**src/rtl/lsu_pkg.sv**
```systemverilog
// Shared types and helpers for the memory-stage load/store unit.
package lsu_pkg;

  typedef enum logic [2:0] {
    LD_LB  = 3'b000,
    LD_LH  = 3'b001,
    LD_LW  = 3'b010,
    LD_LBU = 3'b100,
    LD_LHU = 3'b101
  } ld_sel_e;

  typedef enum logic [2:0] {
    ST_IDLE,
    ST_REQ,
    ST_RSP,
    ST_DONE,
    ST_DRAIN
  } lsu_state_e;

  localparam logic [3:0] BE_BYTE = 4'b0001;
  localparam logic [3:0] BE_HALF = 4'b0011;
  localparam logic [3:0] BE_WORD = 4'b1111;

  // Context of the outstanding load, needed when read data returns.
  typedef struct packed {
    logic [2:0] ld_sel;
    logic [1:0] off;
  } lsu_ctx_t;

  // Byte offset used for the access; sub-size low bits are ignored.
  function automatic logic [1:0] align_off(input logic [3:0] bmask, input logic [1:0] a);
    if (bmask == BE_WORD)      return 2'b00;
    else if (bmask == BE_HALF) return {a[1], 1'b0};
    else                       return a;
  endfunction

  function automatic logic misaligned(input logic [3:0] bmask, input logic [1:0] a);
    return ((bmask == BE_HALF) && a[0]) || ((bmask == BE_WORD) && (a != 2'b00));
  endfunction

  // Replicate store data across every lane it could occupy.
  function automatic logic [31:0] store_lanes(input logic [3:0] bmask, input logic [31:0] d);
    if (bmask == BE_BYTE)      return {4{d[7:0]}};
    else if (bmask == BE_HALF) return {2{d[15:0]}};
    else                       return d;
  endfunction

endpackage

```
**src/rtl/lsu_ld_fmt.sv**
```systemverilog
// Load data formatter: shift the addressed lane down and sign/zero extend.
module lsu_ld_fmt
  import lsu_pkg::*;
(
  input  logic [31:0] rdata,
  input  logic [1:0]  off,
  input  logic [2:0]  ld_sel,
  output logic [31:0] data_c
);

  logic [31:0] sh;

  always_comb begin
    sh     = rdata >> {off, 3'b000};
    data_c = sh;
    case (ld_sel)
      LD_LB:   data_c = {{24{sh[7]}}, sh[7:0]};
      LD_LH:   data_c = {{16{sh[15]}}, sh[15:0]};
      LD_LBU:  data_c = {24'h0, sh[7:0]};
      LD_LHU:  data_c = {16'h0, sh[15:0]};
      default: data_c = sh;
    endcase
  end

endmodule

```
**src/rtl/lsu_mem_stage.sv**
```systemverilog
// Memory-stage LSU: req/gnt/rvalid handshake to data memory, store lane
// alignment and load formatting. Optional LSU_MISALIGN_CHECK_EN adds misalign_M.
module lsu_mem_stage
  import lsu_pkg::*;
#(
  parameter int unsigned AW = 32,
  parameter int unsigned DW = 32
) (
  input  logic          clk,
  input  logic          rst_n,
  input  logic          insn_vld_M,
  input  logic          mem_rd_en_M,
  input  logic          mem_wr_en_M,
  input  logic [3:0]    bmask_M,
  input  logic [2:0]    ld_sel_M,
  input  logic [31:0]   alu_data_M,
  input  logic [DW-1:0] rs2_data_M,
  input  logic          flush_M,
  input  logic          pipe_adv,
  output logic          dmem_req,
  output logic          dmem_we,
  output logic [AW-1:0] dmem_addr,
  output logic [3:0]    dmem_be,
  output logic [DW-1:0] dmem_wdata,
  input  logic          dmem_gnt,
  input  logic          dmem_rvalid,
  input  logic [DW-1:0] dmem_rdata,
  output logic [DW-1:0] ld_data_M,
  output logic          lsu_stall
`ifdef LSU_MISALIGN_CHECK_EN
  ,
  output logic          misalign_M
`endif
);

  assert property (@(posedge clk) DW == 32);

  lsu_state_e  state;
  lsu_ctx_t    ctx;
  logic        access_c;
  logic [1:0]  off_c;
  logic [31:0] fmt_c;

  assign access_c = insn_vld_M & (mem_rd_en_M | mem_wr_en_M) & ~flush_M;
  assign off_c    = align_off(bmask_M, alu_data_M[1:0]);

`ifdef LSU_MISALIGN_CHECK_EN
  logic mis_c;
  assign mis_c = misaligned(bmask_M, alu_data_M[1:0]);
`endif

  lsu_ld_fmt u_ld_fmt (
    .rdata  (dmem_rdata),
    .off    (ctx.off),
    .ld_sel (ctx.ld_sel),
    .data_c (fmt_c)
  );

  // Stall holds EX/ME until the access no longer needs the instruction.
  always_comb begin
    lsu_stall = 1'b0;
    case (state)
      ST_IDLE:        lsu_stall = access_c;
      ST_REQ, ST_RSP: lsu_stall = 1'b1;
      default:        lsu_stall = 1'b0;
    endcase
  end

  always_ff @(posedge clk or negedge rst_n) begin
    if (!rst_n) begin
      state      <= ST_IDLE;
      ctx        <= '0;
      dmem_req   <= 1'b0;
      dmem_we    <= 1'b0;
      dmem_addr  <= '0;
      dmem_be    <= 4'b0000;
      dmem_wdata <= '0;
      ld_data_M  <= '0;
`ifdef LSU_MISALIGN_CHECK_EN
      misalign_M <= 1'b0;
`endif
    end else begin
      case (state)
        ST_IDLE: begin
          if (access_c) begin
            ctx        <= '{ld_sel: ld_sel_M, off: off_c};
            state      <= ST_REQ;
            dmem_req   <= 1'b1;
            dmem_we    <= mem_wr_en_M;
            dmem_addr  <= {alu_data_M[AW-1:2], 2'b00};
            dmem_be    <= 4'(bmask_M << off_c);
            dmem_wdata <= store_lanes(bmask_M, rs2_data_M);
`ifdef LSU_MISALIGN_CHECK_EN
            // Misaligned accesses never reach the bus.
            if (mis_c) begin
              state      <= ST_DONE;
              dmem_req   <= 1'b0;
              misalign_M <= 1'b1;
              ld_data_M  <= '0;
            end
`endif
          end
        end
        ST_REQ: begin
          if (dmem_gnt) begin
            dmem_req <= 1'b0;
            // A granted store is committed even if flushed; a granted load
            // still owes one rvalid that must be drained.
            if (dmem_we) state <= flush_M ? ST_IDLE : ST_DONE;
            else         state <= flush_M ? ST_DRAIN : ST_RSP;
          end else if (flush_M) begin
            dmem_req <= 1'b0;
            state    <= ST_IDLE;
          end
        end
        ST_RSP: begin
          if (dmem_rvalid) begin
            if (flush_M) begin
              state <= ST_IDLE;
            end else begin
              ld_data_M <= fmt_c;
              state     <= ST_DONE;
            end
          end else if (flush_M) begin
            state <= ST_DRAIN;
          end
        end
        ST_DONE: begin
          if (pipe_adv || flush_M) begin
            state <= ST_IDLE;
`ifdef LSU_MISALIGN_CHECK_EN
            misalign_M <= 1'b0;
`endif
          end
        end
        ST_DRAIN: begin
          if (dmem_rvalid) state <= ST_IDLE;
        end
        default: state <= ST_IDLE;
      endcase
    end
  end

endmodule
```
**config.mk**
```make
export PLATFORM = sky130hd
export DESIGN_NAME = lsu_mem_stage
export DESIGN_NICKNAME = d
export VERILOG_FILES = /design/src/rtl/lsu_pkg.sv /design/src/rtl/lsu_ld_fmt.sv /design/src/rtl/lsu_mem_stage.sv
export SDC_FILE = /design/constraint.sdc
export NUM_CORES = 1
export LEC_CHECK = 0
export CAP_MARGIN = 20
export CORE_MARGIN = 10
export CORE_UTILIZATION = 43
export DETAILED_ROUTE_END_ITERATION = 6
export PLACE_DENSITY = 0.81
export SYNTH_ARGS = -nofsm -noshare
export SYNTH_HDL_FRONTEND = slang
export SYNTH_SLANG_ARGS = --single-unit
```
**constraint.sdc**
```tcl
create_clock -name clk -period 2.55 [get_ports clk]
set_clock_uncertainty 0.15 [all_clocks]
set_input_delay 0.51 -clock clk [delete_from_list [all_inputs] [get_ports clk]]
set_output_delay 0.51 -clock clk [all_outputs]
set_load 0.05 [all_outputs]
```
# Word level (Yosys, flattened, before mapping)
# Cells that the tools add are included.
# op_classes
eq_ne	15
shifts	2
n_mux	21
bitwise	4
reduce_logical	9
# ops
cell	n
one-hot mux 32 bit (4 select lines)	1
2-to-1 mux 32 bit	2
right shift 32 x 5 -> 32 bit	1
2-to-1 mux 3 bit	9
one-hot mux 3 bit (5 select lines)	1
equality test 3 bit, second input constant	3
equality test 3 x 1 -> 1 bit, second input constant	2
equality test 3 x 2 -> 1 bit, second input constant	2
logical NOT 3 bit	2
inequality test 2 bit, second input constant	3
inequality test 3 bit, second input constant	2
AND reduction 3 bit	2
AND reduction 5 bit	1
equality test 4 x 1 -> 1 bit, second input constant	1
equality test 4 x 2 -> 1 bit, second input constant	1
equality test 4 bit, second input constant	1
2-to-1 mux 1 bit	4
2-to-1 mux 2 bit	2
one-hot mux 1 bit (2 select lines)	2
left shift 4 x 2 -> 4 bit	1
AND 1 bit	2
AND reduction 2 bit	1
nonzero test 2 bit	1
OR reduction 2 bit	1
3 further kinds	3
# word_totals
regBits	108
inputBits	112
out_inout_bits	103
elab_cells	60

# Longest topological paths before layout
# logic_depth
ltp_word	5
depth_mapped	7
mapped_depth_nobuf	4

# By module
# A second synthesis with hierarchy kept.
# unflattened
hier_cells	551
area_unflattened_um2	5323.9
# modules_own_cells
module	instances	cells_per_inst	area_each_um2	seq_area_each_um2
lsu_mem_stage	1	444	4629.4	2702.6
lsu_ld_fmt	1	107	694.4	0.0

# Least setup slack after synthesis
# Ideal clock, no wire load.
# synth_timing
path_type	in2out
from	input mem_wr_en_M
to	output lsu_stall
arrival_ps	1851
required_ps	1890
setup_slack_ps	39
stages	3
n_path_buf	1
cell_sequence	o2111ai_1 > clkbuf_1 > o21ai_0
# synth_via
elab_chain_len	4
# synth_rtl
element	line	rtl
start, declared	lsu_mem_stage.sv:13	input logic mem_wr_en_M,
bitwise OR 1 bit	lsu_mem_stage.sv:44	assign access_c = insn_vld_M & (mem_rd_en_M | mem_wr_en_M) & ~flush_M;
AND 1 bit (2 in a row)	lsu_mem_stage.sv:44	
one-hot mux 1 bit (2 select lines)	lsu_mem_stage.sv:62	case (state)
end, declared	lsu_mem_stage.sv:29	output logic lsu_stall
# No other way between the ends.

# Worst setup path after layout
# layout_timing
from	register state[1]
to	output lsu_stall
# layout_via
elab_chain_len	3
word_cells_on_any_way	5
cone_classes	eq/ne (2); mux (1); reduce/logical (2)
# layout_rtl
element	line	rtl
start, declared	lsu_mem_stage.sv:38	lsu_state_e state;
start signal, assigned	lsu_mem_stage.sv:109	if (dmem_we) state <= flush_M ? ST_IDLE : ST_DONE;
start signal, assigned	lsu_mem_stage.sv:110	else state <= flush_M ? ST_DRAIN : ST_RSP;
equality test 3 x 1 -> 1 bit or equality test 3 x 2 -> 1 bit (tied branches)	lsu_mem_stage.sv:62	
OR reduction 2 bit	lsu_mem_stage.sv:62	
one-hot mux 1 bit (2 select lines) *	lsu_mem_stage.sv:62	
# Every way passes the cells marked *; elsewhere a longest branch is shown, timed or not.

==> impl_metrics.py <==
metrics = {
    "route": {
        "first_iter_violations": 436,
        "drcViolationCount": 0,
        "dr_wl_met3_mm": 2.46,
        "wl_met2_mm": 8.23,
        "via_per_inst": 5.31,
        "wl_per_cell_um": 19.5,
        "ant_nets": 0,
        "top_layer_used": "met4",
        "m1WireLength_mm": 6.54,
        "first_pass_iters": 4,
        "drt-total-wl_mm": 17.6,
        "dr_total_vias": 4781,
    },
    "place": {
        "port_buffers": 212,
        "gp_congestion": 0.850,
        "place_hpwl_mm": 13.6,
        "placed_area_um2": 7450,
        "numPlacedInstances": 885,
    },
    "final_layout": {
        "regArea_um2": 2700,
        "n_antenna_cell": 0,
        "syn_to_final_growth_pct": 51.2,
        "nets": 865,
        "finalNonFillerCells": 901,
        "multi_input_area_um2": 2250,
        "n_fill_cell": 887,
        "drive_above_1_share": 0.0646,
        "postLayoutCellArea_um2": 7760,
        "post-route-util": 0.671,
    },
    "clocking": {
        "clock_sinks": 108,
        "post_cts_buffers": 0,
        "cts_resized": 0,
        "cts_buffer_depth": 2,
        "htree_levels": 3,
        "clkTransAtPathRegs_ns": 0.08,
        "cts_root_buffer": "clkbuf_16",
        "postCtsHoldBufs": 0,
        "cts_tree": "yes",
        "cts_buffers": 9,
        "clk-insertion-delay-late_ns": 0.35,
    },
    "floorplanning": {
        "num_rows": 39,
        "die_h_um": 129,
        "io_pins": 215,
        "dieArea_um2": 16700,
        "die_w_um": 129,
        "start_util": 0.444,
        "core_um2": 11600,
    },
    "grt": {
        "grt_pass1_wl_mm": 27.5,
        "antenna_found_initial": 0,
        "grt_max_degree": 100,
        "track_usage": 0.207,
        "grt_pass1_vias": 5012,
        "gr-total-overflow": 0,
    },
    "power": {
        "ir_worst_vdd_mv": 0.857,
        "p_leak_nw": 3.45,
        "power_density_nw_per_um2": 1410,
    },
    "setup_path": {
        "reg2reg_from": "ctx[0]",
        "end_kind": "output pin",
        "cp.arrival_ns": 1.77,
        "cp-start-kind": "flop",
        "worst-r2r-cell-count": 4,
        "reg2reg_slack_ns": 0.42,
        "critPathRequiredTime_ns": 1.89,
        "critPathKind": "flop to output pin",
        "r2r-end": "ld_data_M[20]",
        "cp_max_fo": 11,
    },
    "yosys": {
        "synthCells": 552,
        "yosysSeqAreaShare": 0.527,
        "syn_avg_cell_area_um2": 9.29,
        "ys.warnings.count": 0,
        "netlist_area_um2": 5130,
        "synth_seq_cells": 108,
        "ys_types": 41,
    },
    "timing": {
        "fmax_mhz": 411,
        "relSlewSlack": 0.616,
        "min_period_ns": 2.43,
        "finalHoldViolations": 14,
        "maxSlewViolCount": 0,
        "whs_ns": -0.00605,
        "tightest_slew_ns": 0.574,
        "setup_tns_ns": 0,
        "final.period_utilization": 0.953,
        "setup_viol": 0,
        "rsz0062_at_grt": "no",
    },
    "worst_hold_path": {
        "min_path_type": "input port to async pin",
    },
    "outcome": {
        "violations": "hold timing",
        "outcome": "complete, but fails checks",
    },
    "job": {
        "maxCapViolCount": 0,
    },
}
[Yosys cell counts, drive strengths merged]
library cell | number | share of area
nand4 | 1 | 0.0012
nor2 | 15 | 0.011
a211oi | 7 | 0.010
o21ai | 38 | 0.037
nor3b | 2 | 0.0051
dfrtp | 108 | 0.53
o22ai | 2 | 0.0024
buf | 21 | 0.023
mux2 | 7 | 0.015
nor4 | 1 | 0.0012
and3 | 3 | 0.0037
o2bb2ai | 9 | 0.015
mux4 | 2 | 0.0088
o2111ai | 2 | 0.0068
o2111a | 1 | 0.0022
a21o | 1 | 0.0015
conb | 1 | 0.00073
inv | 4 | 0.0029
o31ai | 3 | 0.0044
xnor2 | 2 | 0.0034
nand3 | 18 | 0.018
nor2b | 12 | 0.015
nand2 | 194 | 0.14
a32o | 1 | 0.0020
a21boi | 1 | 0.0015
a31oi | 3 | 0.0037
o311ai | 8 | 0.014
mux2i | 42 | 0.082
nand2b | 2 | 0.0024
a21oi | 19 | 0.019
or2 | 2 | 0.0029
clkbuf | 18 | 0.013
nand3b | 2 | 0.0029
[through the flow]
step / power, mW / hold slack, ns / setup slack, ns
2_1_floorplan: 7.08 / 0.0644 / 0.0395
3_3_place_gp: 9.39 / 0.306 / 0.0787
3_5_place_dp: 9.53 / 0.311 / -0.0216
4_1_cts: 11.0 / 0.00447 / 0.119
5_1_grt: 11.5 / 0.0320 / 0.0587
6_report: 10.9 / -0.00605 / 0.119
[critical path: stages, from the launching register on]
cell	delay [ns]
dfrtp_1	0.51
nor2_1	0.34
o2111ai_4	0.19
o21ai_0	0.20
buf_12	0.19
[state kept, by name, summed over array words and instances (netlist names)]
signal and count:
ld_data_M 32, state 3, ctx 5, dmem_be 4, dmem_addr 30, dmem_we 1
dmem_wdata 32, dmem_req 1
[routing by layer]
metal | track usage | vias to the layer above
li1 | - | 2265
met1 | 0.226 | 2262
met2 | 0.341 | 228
met3 | 0.104 | 26
met4 | 0.0749 | 0
met5 | 0 | -
[cell type report]
class | instances | area share
Clock buffer | 10 | 0.0308
Clock inverter | 6 | 0.00920
Inverter | 4 | 0.00194
Multi-Input combinational cell | 402 | 0.290
Sequential cell | 108 | 0.348
Tap cell | 143 | 0.0231
Timing Repair Buffer | 228 | 0.296
[layout by cell type (no fill, tap or decap), types with 2 or more instances in the layout]
master / synthesis / routed
a211oi_1: 7 / 7
a21oi_1: 19 / 19
a31oi_1: 3 / 3
and3_1: 3 / 3
buf_12: 0 / 5
buf_4: 3 / 13
clkbuf_16: 0 / 9
clkdlybuf4s50_1: 0 / 210
clkinv_4: 0 / 2
conb_1: 1 / 2
dfrtp_1: 108 / 108
inv_1: 4 / 4
mux2_2: 7 / 7
mux2i_1: 42 / 42
mux4_2: 2 / 2
nand2_1: 194 / 194
nand2b_1: 2 / 2
nand3_1: 18 / 18
nand3b_1: 2 / 2
nor2_1: 15 / 15
nor2b_1: 12 / 12
o2111ai_4: 1 / 2
o21ai_0: 37 / 37
o22ai_1: 2 / 2
o2bb2ai_1: 9 / 9
o311ai_0: 6 / 6
o311ai_1: 2 / 2
o31ai_1: 3 / 3
xnor2_1: 2 / 2
[worst max path at each step]
stage,end,start,slack [ns]
after CTS,lsu_stall,state[1],0.12
after global placement,ld_data_M[16],dmem_rdata[31],0.08
after global routing,lsu_stall,state[1],0.06
after detailed placement,ld_data_M[20],dmem_rdata[31],-0.02
after floorplan,lsu_stall,mem_wr_en_M,0.04
final,lsu_stall,state[1],0.12
[kinds of logic (layout without fill, tap and decap cells)]
| group | after synthesis | count (layout) | synth area share |
|---|---|---|---|
| buffers and inverters | 43 | 248 | 0.0390 |
| other | 1 | 2 | 0.000731 |
| DFF | 108 | 108 | 0.527 |
| AOI/OAI and AO/OA | 95 | 95 | 0.119 |
| xor gates and xnor gates | 2 | 2 | 0.00342 |
| and+or+nand+nor | 252 | 252 | 0.205 |
| muxes | 51 | 51 | 0.106 |
[where the power goes]
group | total (mW) | internal [mW] | switching, mW
logic | 6.42 | 2.12 | 4.30
clock network | 1.44 | 0.797 | 0.639
registers | 3.05 | 2.52 | 0.537
total | 10.9 | 5.44 | 5.47
(Power assumes the default switching activity.)
